===== src/rtl/microroc_sc_loader.sv =====
`timescale 1ns/1ps
// Slow-control loader for MICROROC: builds the configuration frame, resets the ASIC
// slow-control register and shifts the frame in MSB first while reading the old contents back.
module microroc_sc_loader #(
    parameter int SC_BITS   = 592,
    parameter int CLK_DIV   = 4,
    parameter int RST_CYC   = 8,
    parameter int DAC_LSB   = 20,
    parameter int CTEST_LSB = 528
) (
    input  logic               clk,
    input  logic               reset_n,
    input  logic               sc_param_load,
    input  logic [9:0]         dac_code,
    input  logic [63:0]        ctest_chn,
    input  logic [SC_BITS-1:0] sc_base,
    input  logic               sr_out,
    output logic               sr_ck,
    output logic               sr_in,
    output logic               sr_rstb,
    output logic               busy,
    output logic               config_done,
    output logic [SC_BITS-1:0] rb_frame
);

    localparam int BIT_W = $clog2(SC_BITS + 1);
    localparam int PH_W  = $clog2(CLK_DIV + 1);
    localparam int RST_W = $clog2(RST_CYC + 1);

    typedef enum logic [1:0] {IDLE, RSTB, SHIFT, DONE} state_t;

    state_t             state;
    logic [BIT_W-1:0]   bit_cnt;
    logic [PH_W-1:0]    ph_cnt;
    logic [RST_W-1:0]   rst_cnt;
    logic [SC_BITS-1:0] frame;
    logic [SC_BITS-1:0] rb_shift;
    logic [SC_BITS-1:0] frame_in;

    // NOTE: every variable gets a default first, so no path through the block infers a latch.
    always_comb begin
        frame_in = sc_base;
        frame_in[DAC_LSB +: 10]   = dac_code;
        frame_in[CTEST_LSB +: 64] = ctest_chn;
    end

    // NOTE: state is updated with <= only, so all flops see pre-edge values of each other.
    always_ff @(posedge clk or negedge reset_n) begin
        if (!reset_n) begin
            state       <= IDLE;
            bit_cnt     <= '0;
            ph_cnt      <= '0;
            rst_cnt     <= '0;
            frame       <= '0;
            rb_shift    <= '0;
            rb_frame    <= '0;
            sr_ck       <= 1'b0;
            sr_in       <= 1'b0;
            sr_rstb     <= 1'b1;
            busy        <= 1'b0;
            config_done <= 1'b0;
        end else begin
            case (state)
                IDLE: begin
                    if (sc_param_load) begin
                        frame   <= frame_in;
                        bit_cnt <= '0;
                        rst_cnt <= '0;
                        busy    <= 1'b1;
                        sr_rstb <= 1'b0;
                        state   <= RSTB;
                    end
                end
                RSTB: begin
                    if (rst_cnt == RST_W'(RST_CYC - 1)) begin
                        sr_rstb <= 1'b1;
                        sr_ck   <= 1'b0;
                        sr_in   <= frame[SC_BITS-1];
                        ph_cnt  <= '0;
                        state   <= SHIFT;
                    end else begin
                        rst_cnt <= rst_cnt + 1'b1;
                    end
                end
                SHIFT: begin
                    if (ph_cnt == PH_W'(CLK_DIV - 1)) begin
                        ph_cnt <= '0;
                        sr_ck  <= ~sr_ck;
                        if (!sr_ck) begin
                            // sr_out still shows the bit the ASIC will push out on this rising edge
                            rb_shift <= {rb_shift[SC_BITS-2:0], sr_out};
                        end else if (bit_cnt == BIT_W'(SC_BITS - 1)) begin
                            sr_in       <= 1'b0;
                            rb_frame    <= rb_shift;
                            config_done <= 1'b1;
                            state       <= DONE;
                        end else begin
                            bit_cnt <= bit_cnt + 1'b1;
                            frame   <= frame << 1;
                            sr_in   <= frame[SC_BITS-2];
                        end
                    end else begin
                        ph_cnt <= ph_cnt + 1'b1;
                    end
                end
                DONE: begin
                    config_done <= 1'b0;
                    busy        <= 1'b0;
                    state       <= IDLE;
                end
                default: state <= IDLE;
            endcase
        end
    end

endmodule

===== config.mk =====
export PLATFORM = sky130hd
export DESIGN_NAME = microroc_sc_loader
export DESIGN_NICKNAME = d
export VERILOG_FILES = /design/src/rtl/microroc_sc_loader.sv
export SDC_FILE = /design/constraint.sdc
export NUM_CORES = 2
export LEC_CHECK = 0
export ABC_AREA = 0
export BUFFER_PORTS_ARGS = -buffer_cell sky130_fd_sc_hd__buf_2
export CORE_AREA = 2 2 489 491
export DETAILED_ROUTE_END_ITERATION = 10
export DIE_AREA = 0 0 491 493
export GPL_TIMING_DRIVEN = 0
export SLEW_MARGIN = 5
export SYNTH_ARGS = -nofsm -noshare
export SYNTH_HDL_FRONTEND = slang
export SYNTH_SLANG_ARGS = --single-unit
export TNS_END_PERCENT = 30

===== constraint.sdc =====
create_clock -name clk -period 2.9 [get_ports clk]
set_input_delay 0.29 -clock clk [delete_from_list [all_inputs] [get_ports clk]]
set_output_delay 0.29 -clock clk [all_outputs]
set_load 0.1 [all_outputs]

== Yosys cells after proc, flatten, opt, wreduce, memory -nomap -nowiden ==
Cells that the tools add are included.

* Reduce and logical (&&, ||, !) cells: 17
* Add/subtract/negate cells: 3
* Bitwise gates (word level): 1
* Eq/ne operators: 13
* Multiplexer cells: 39

{| class="wikitable"
|+ Operators by type and width
! cell !! count
|-
| two-way mux 592 bit || 4
|-
| case mux 592 bit (2 select lines) || 1
|-
| two-way mux 10 bit || 4
|-
| case mux 10 bit (2 select lines) || 1
|-
| != test 2 bit, second input constant || 7
|-
| two-way mux 1 bit || 12
|-
| AND reduction 3 bit || 4
|-
| AND reduction 4 bit || 3
|-
| adder 10 x 1 -> 10 bit, second input constant || 1
|-
| == test 10 bit, second input constant || 1
|-
| two-way mux 2 bit || 5
|-
| case mux 1 bit (2 select lines) || 5
|-
| AND reduction 5 bit || 2
|-
| nonzero test 2 bit || 5
|-
| two-way mux 4 bit || 2
|-
| case mux 2 bit (4 select lines) || 1
|-
| case mux 4 bit (2 select lines) || 1
|-
| two-way mux 3 bit || 2
|-
| case mux 3 bit (2 select lines) || 1
|-
| adder 4 x 1 -> 4 bit, second input constant || 1
|-
| == test 2 bit, second input constant || 2
|-
| == test 4 x 3 -> 1 bit, second input constant || 1
|-
| AND reduction 2 bit || 2
|-
| adder 3 x 1 -> 3 bit, second input constant || 1
|-
| 4 further kinds || 4
|}

* Output and inout port bits: 597
* Register bits after elaboration: 1800

== Logic depth before layout (Yosys ltp) ==
* Word-level depth: 5
* Mapped depth: 10

== Least setup slack after synthesis ==
No wires, ideal clock.

* Path type: flip-flop to flip-flop
* Start point: register sr_ck
* End point: register bit_cnt[8]
* Path slack: 337 ps
* Data required time: 2774 ps
* Clock period less this slack: 2563 ps
* Arrival: 2437 ps
* Stages on the path, launching flop included: 9
* Path buffers: 4
* Cell sequence: dfrtp_1 > nand3b_1 > a21o_1 > clkbuf_2 > or2_1 > buf_6 > buf_6 > buf_6 > a221o_1

* Longest elaborated chain between the ends: 2

{| class="wikitable"
|+ Ends and longest elaborated chain
! item !! RTL line !! text
|-
| from (decl) || 18 || <nowiki>output logic sr_ck,</nowiki>
|-
| from (signal assigned) || 88 || <nowiki>sr_ck <= ~sr_ck;</nowiki>
|-
| != test 2 bit (no source line) || n/a ||
|-
| AND reduction 5 bit (no source line) || n/a ||
|-
| to (signal assigned) || 98 || <nowiki>bit_cnt <= bit_cnt + 1'b1;</nowiki>
|-
| to (decl) || 33 || <nowiki>logic [BIT_W-1:0] bit_cnt;</nowiki>
|}

Every way passes these cells.
A chain may end at the register's enable or synchronous reset.

== Final worst setup path ==
* Start point: register state[0]
* End point: register frame[170]

* Longest elaborated chain between the ends: 3

{| class="wikitable"
|+ Ends and longest elaborated chain
! item !! RTL line !! text
|-
| from (decl) || 32 || <nowiki>state_t state;</nowiki>
|-
| from (signal assigned) || 50 || <nowiki>state <= IDLE;</nowiki>
|-
| from (signal assigned) || 71 || <nowiki>state <= RSTB;</nowiki>
|-
| from (signal assigned) || 80 || <nowiki>state <= SHIFT;</nowiki>
|-
| == test 2 bit / logical NOT 2 bit (equally long branches) || 63 || <nowiki>case (state)</nowiki>
|-
| != test 2 bit (no source line) / nonzero test 2 bit (equally long branches) || n/a ||
|-
| AND reduction 5 bit (no source line) || n/a ||
|-
| to (signal assigned) || 66 || <nowiki>frame <= frame_in;</nowiki>
|-
| to (signal assigned) || 99 || <nowiki>frame <= frame << 1;</nowiki>
|-
| to (decl) || 36 || <nowiki>logic [SC_BITS-1:0] frame;</nowiki>
|}

Several ways; a longest one is shown, not always the timed one.

==> summary.md <==
| Metric | Value |
|---|---|
| Via count of the first global-routing pass | `53462` |
| Final instance area | `96600 um^2` |
| Sequential fraction of the synthesis area | `0.615` |
| Global-route wire length before repair | `about 340000 um` |
| Type of the most critical hold path | `in2async` |
| Count of endpoints failing setup in the final report | `0` |
| Final critical-path required period | `~2800 ps` |
| Initial antenna violation count | `65` |
| Post-synthesis instance total | `5280` |
| Via/cell ratio | `4.83` |
| Critical path's slowest cell | `sky130_fd_sc_hd__dfrtp_1` |
| Count of cell types in the netlist | `49` |
| Combined area of all synthesized cells | `~73000 um^2` |
| Clock transition at the registers of the reported paths | `about 60 ps` |
| HPWL after detailed placement | `roughly 160000 um` |
| Quantity of hold-fixing buffers added after cts | `599` |
| Maximum clock skew at final layout | `95.0 ps` |
| Fmax | `0.361 GHz` |
| DR iter-0 viols | `~2800` |
| Root buffer cell | `sky130_fd_sc_hd__clkbuf_16` |
| EDFF count, synth | `0` |
| Overall die area | `242000 um^2` |
| Worst Path Buf+Inv | `5` |
| Global placement routability congestion | `between 0.8 and 0.9` |
| Most common cell after layout, fill and taps aside | `sky130_fd_sc_hd__dfrtp_1` |
| Rel. slew slack | `0.360` |
| Max-slew violation count | `0` |
| Layout overhead on the synthesized area | `32.0%` |
| Routed len/inst | `21.1 um` |
| Worst Path Arrival | `3510 ps` |
| Largest incremental delay on the critical path | `about 400 ps` |
| Grt total ovfl | `0` |
| Sink count of the clock tree | `1800` |
| Top library cells by usage in the layout, fill and taps aside | `sky130_fd_sc_hd__dfrtp_1 (1799), sky130_fd_sc_hd__buf_2 (1256), sky130_fd_sc_hd__mux2_2 (1188)` |
| Vias after detailed routing | `just over 50000` |
| Worst supply voltage drop on vdd | `0.000551 V` |
| Largest delay contributor family on the critical path | `buffers and inverters` |
| Yosys warning count | `0` |
| Placed cell areas | `83500 um^2` |
| Pin count of the biggest net entering global routing | `164` |
| Number of standard-cell rows in the floorplan | `179` |
| Final period util | `0.956` |
| Number of buffers inserted during clock tree synthesis | `192` |
| Quantity of I/O buffers inserted on ports | `about 1200` |
| Fill cell total of the finished layout | `22119` |
| Number of synthesized register bits | `1800` |
| Outcome | `finished with violations` |
| Worst-case clock buffer depth | `3` |
| Unrepaired setup endpoints after global routing | `true` |
| Drt pass-1 iters | `5` |
| Total count of hold-check failures in the final report | `113` |
| Total power after layout | `approximately 0.054 W` |
| Pin slew with the least headroom to its limit | `960 ps` |
| Count of maximum capacitance violations | `0` |
| Top Ports | `between 1000 and 1500` |
| Critical Path, Cell by Cell | `inv_1 > ha_1 > buf_2 > and4_1 > a31o_2 > clkbuf_4 > buf_2 > clkbuf_1 > o21ai_0 > o21ai_0` |
| # DRC | `0` |
| Chip Width | `491 um` |
| Fraction of layout instances using a drive strength above 1 | `0.399` |
| Worst skew pair latency | `860 ps` |
| Pleak | `50.9 nW` |
| Worst Setup End Kind | `flip-flop` |
| Gr usage total | `0.180` |
| Number of nets with antenna violations after detailed routing | `0` |
| Maximum net fanout on the critical path | `10` |
| Final worst hold slack | `-615 ps` |
| Initial core utilization | `0.309` |
| WP data required | `3630 ps` |
| Failing checks | `negative hold slack` |
| Total wirelength of the detailed-routed design | `between 200000 and 250000 um` |
| Clock tree from TritonCTS | `built` |
| Worst setup path category | `reg2reg` |
| Syn Area/Cell | `13.9 um^2` |
| Power density over the cells | `558 nW/um^2` |
| Reg area | `45000 um^2` |
| Floorplan core area | `237000 um^2` |
| CP Launch Type | `flip-flop` |
| Die Ht | `493 um` |
| Net Count, Synth | `5958` |
| CTS H-Tree Depth | `4` |
| Multi-input logic area | `26000 um^2` |
| Ys flop type | `sky130_fd_sc_hd__dfrtp_1` |
| Number of nets at the end of the flow | `between 7000 and 8000` |
| Async SR Flop Fraction | `1.00` |
==> cell type report <==
type / count / share of cell area
Multi-Input combinational cell: 3071 / 0.269
Tap cell: 3167 / 0.0410
Buffer: 403 / 0.0240
Timing Repair Buffer: 1804 / 0.128
Clock inverter: 66 / 0.0111
Antenna cell: 53 / 0.00137
Inverter: 6 / 0.000246
Clock buffer: 286 / 0.0586
Sequential cell: 1800 / 0.466
==> state kept, by name, summed over array words and instances (netlist names), 2 cells and up <==
signal	flops
rb_shift	592
bit_cnt	10
rst_cnt	4
state	2
ph_cnt	3
frame	592
rb_frame	592
==> power breakdown <==
group          switching [W]  leakage (nW)  internal [W]  total [W]
clock                 0.0108          3.27        0.0150     0.0258
combinational        0.00122          23.9       0.00119    0.00241
sequential          0.000229          23.7        0.0255     0.0258
==> logic make-up after synthesis <==
family | Yosys count | synth area share
and+or+nand+nor | 59 | 0.00486
adders and majority gates | 8 | 0.00137
buffers and inverters | 409 | 0.0294
muxes | 1782 | 0.264
xor gates and xnor gates | 1 | 0.000120
AOI/OAI and AO/OA | 1221 | 0.0848
DFF | 1800 | 0.615
==> synth_stat cells, drive strengths merged (3+ instances only) <==
master	count	area, um^2
a21oi	6	30.0
a22o	3	26.3
and4	3	26.3
buf	160	1190
clkbuf	243	940
dfrtp	1799	45000
ha	8	100
inv	5	18.8
mux2	1188	13400
mux2i	594	5950
nand2	7	26.3
nand2b	4	25.0
nand3	8	40.0
nand3b	6	45.0
nand4	4	25.0
nor2	10	37.5
nor2b	3	18.8
o21ai	1191	5960
o221ai	3	26.3
==> routing by layer <==
layer / global-route usage / part of all wire / vias to the layer above
li1: - / - / 23101
met1: 0.213 / 0.39 / 26133
met2: 0.299 / 0.48 / 1691
met3: 0.0534 / 0.073 / 473
met4: 0.0882 / 0.050 / 32
met5: 0 / 0.00082 / -
==> worst paths after layout <==
| path | slack, ps | startpoint | to | depth (start not counted) |
|---|---|---|---|---|
| setup / recovery | 130 | state[0] | frame[170] | 10 |
| hold / removal | -620 | reset_n | frame[307] | 1 |
| setup reg to reg | 130 | state[0] | frame[170] | 10 |
| hold reg to reg | 470 | rb_shift[156] | rb_shift[157] | 1 |
| max in group asynchronous | 510 | reset_n | rb_shift[324] | 5 |
| min in group clk | 240 | sr_out | rb_shift[0] | 3 |
==> what timing repair did <==
action                                 4_1_cts  5_1_grt
cloned                                       0        2
resized for setup                           76       78
buffers inserted                             0        0
setup endpoints to repair                 1676      748
endpoints found under the hold margin      736      113
==> per-stage QoR <==
stage	hold WS [ps]	cells	TNS, ps	util	setup slack [ps]
after floorplan	-5.59	5280	0	-	337
after global placement	480	9638	-	0.351	-38430
after CTS	-647	10601	0	0.407	2.62
after global routing	-619	10642	-1360	0.408	-60.7
after detailed placement	321	9650	-628780	0.352	-942
final	-615	10656	0	0.408	127
(Power assumes the default switching activity.)
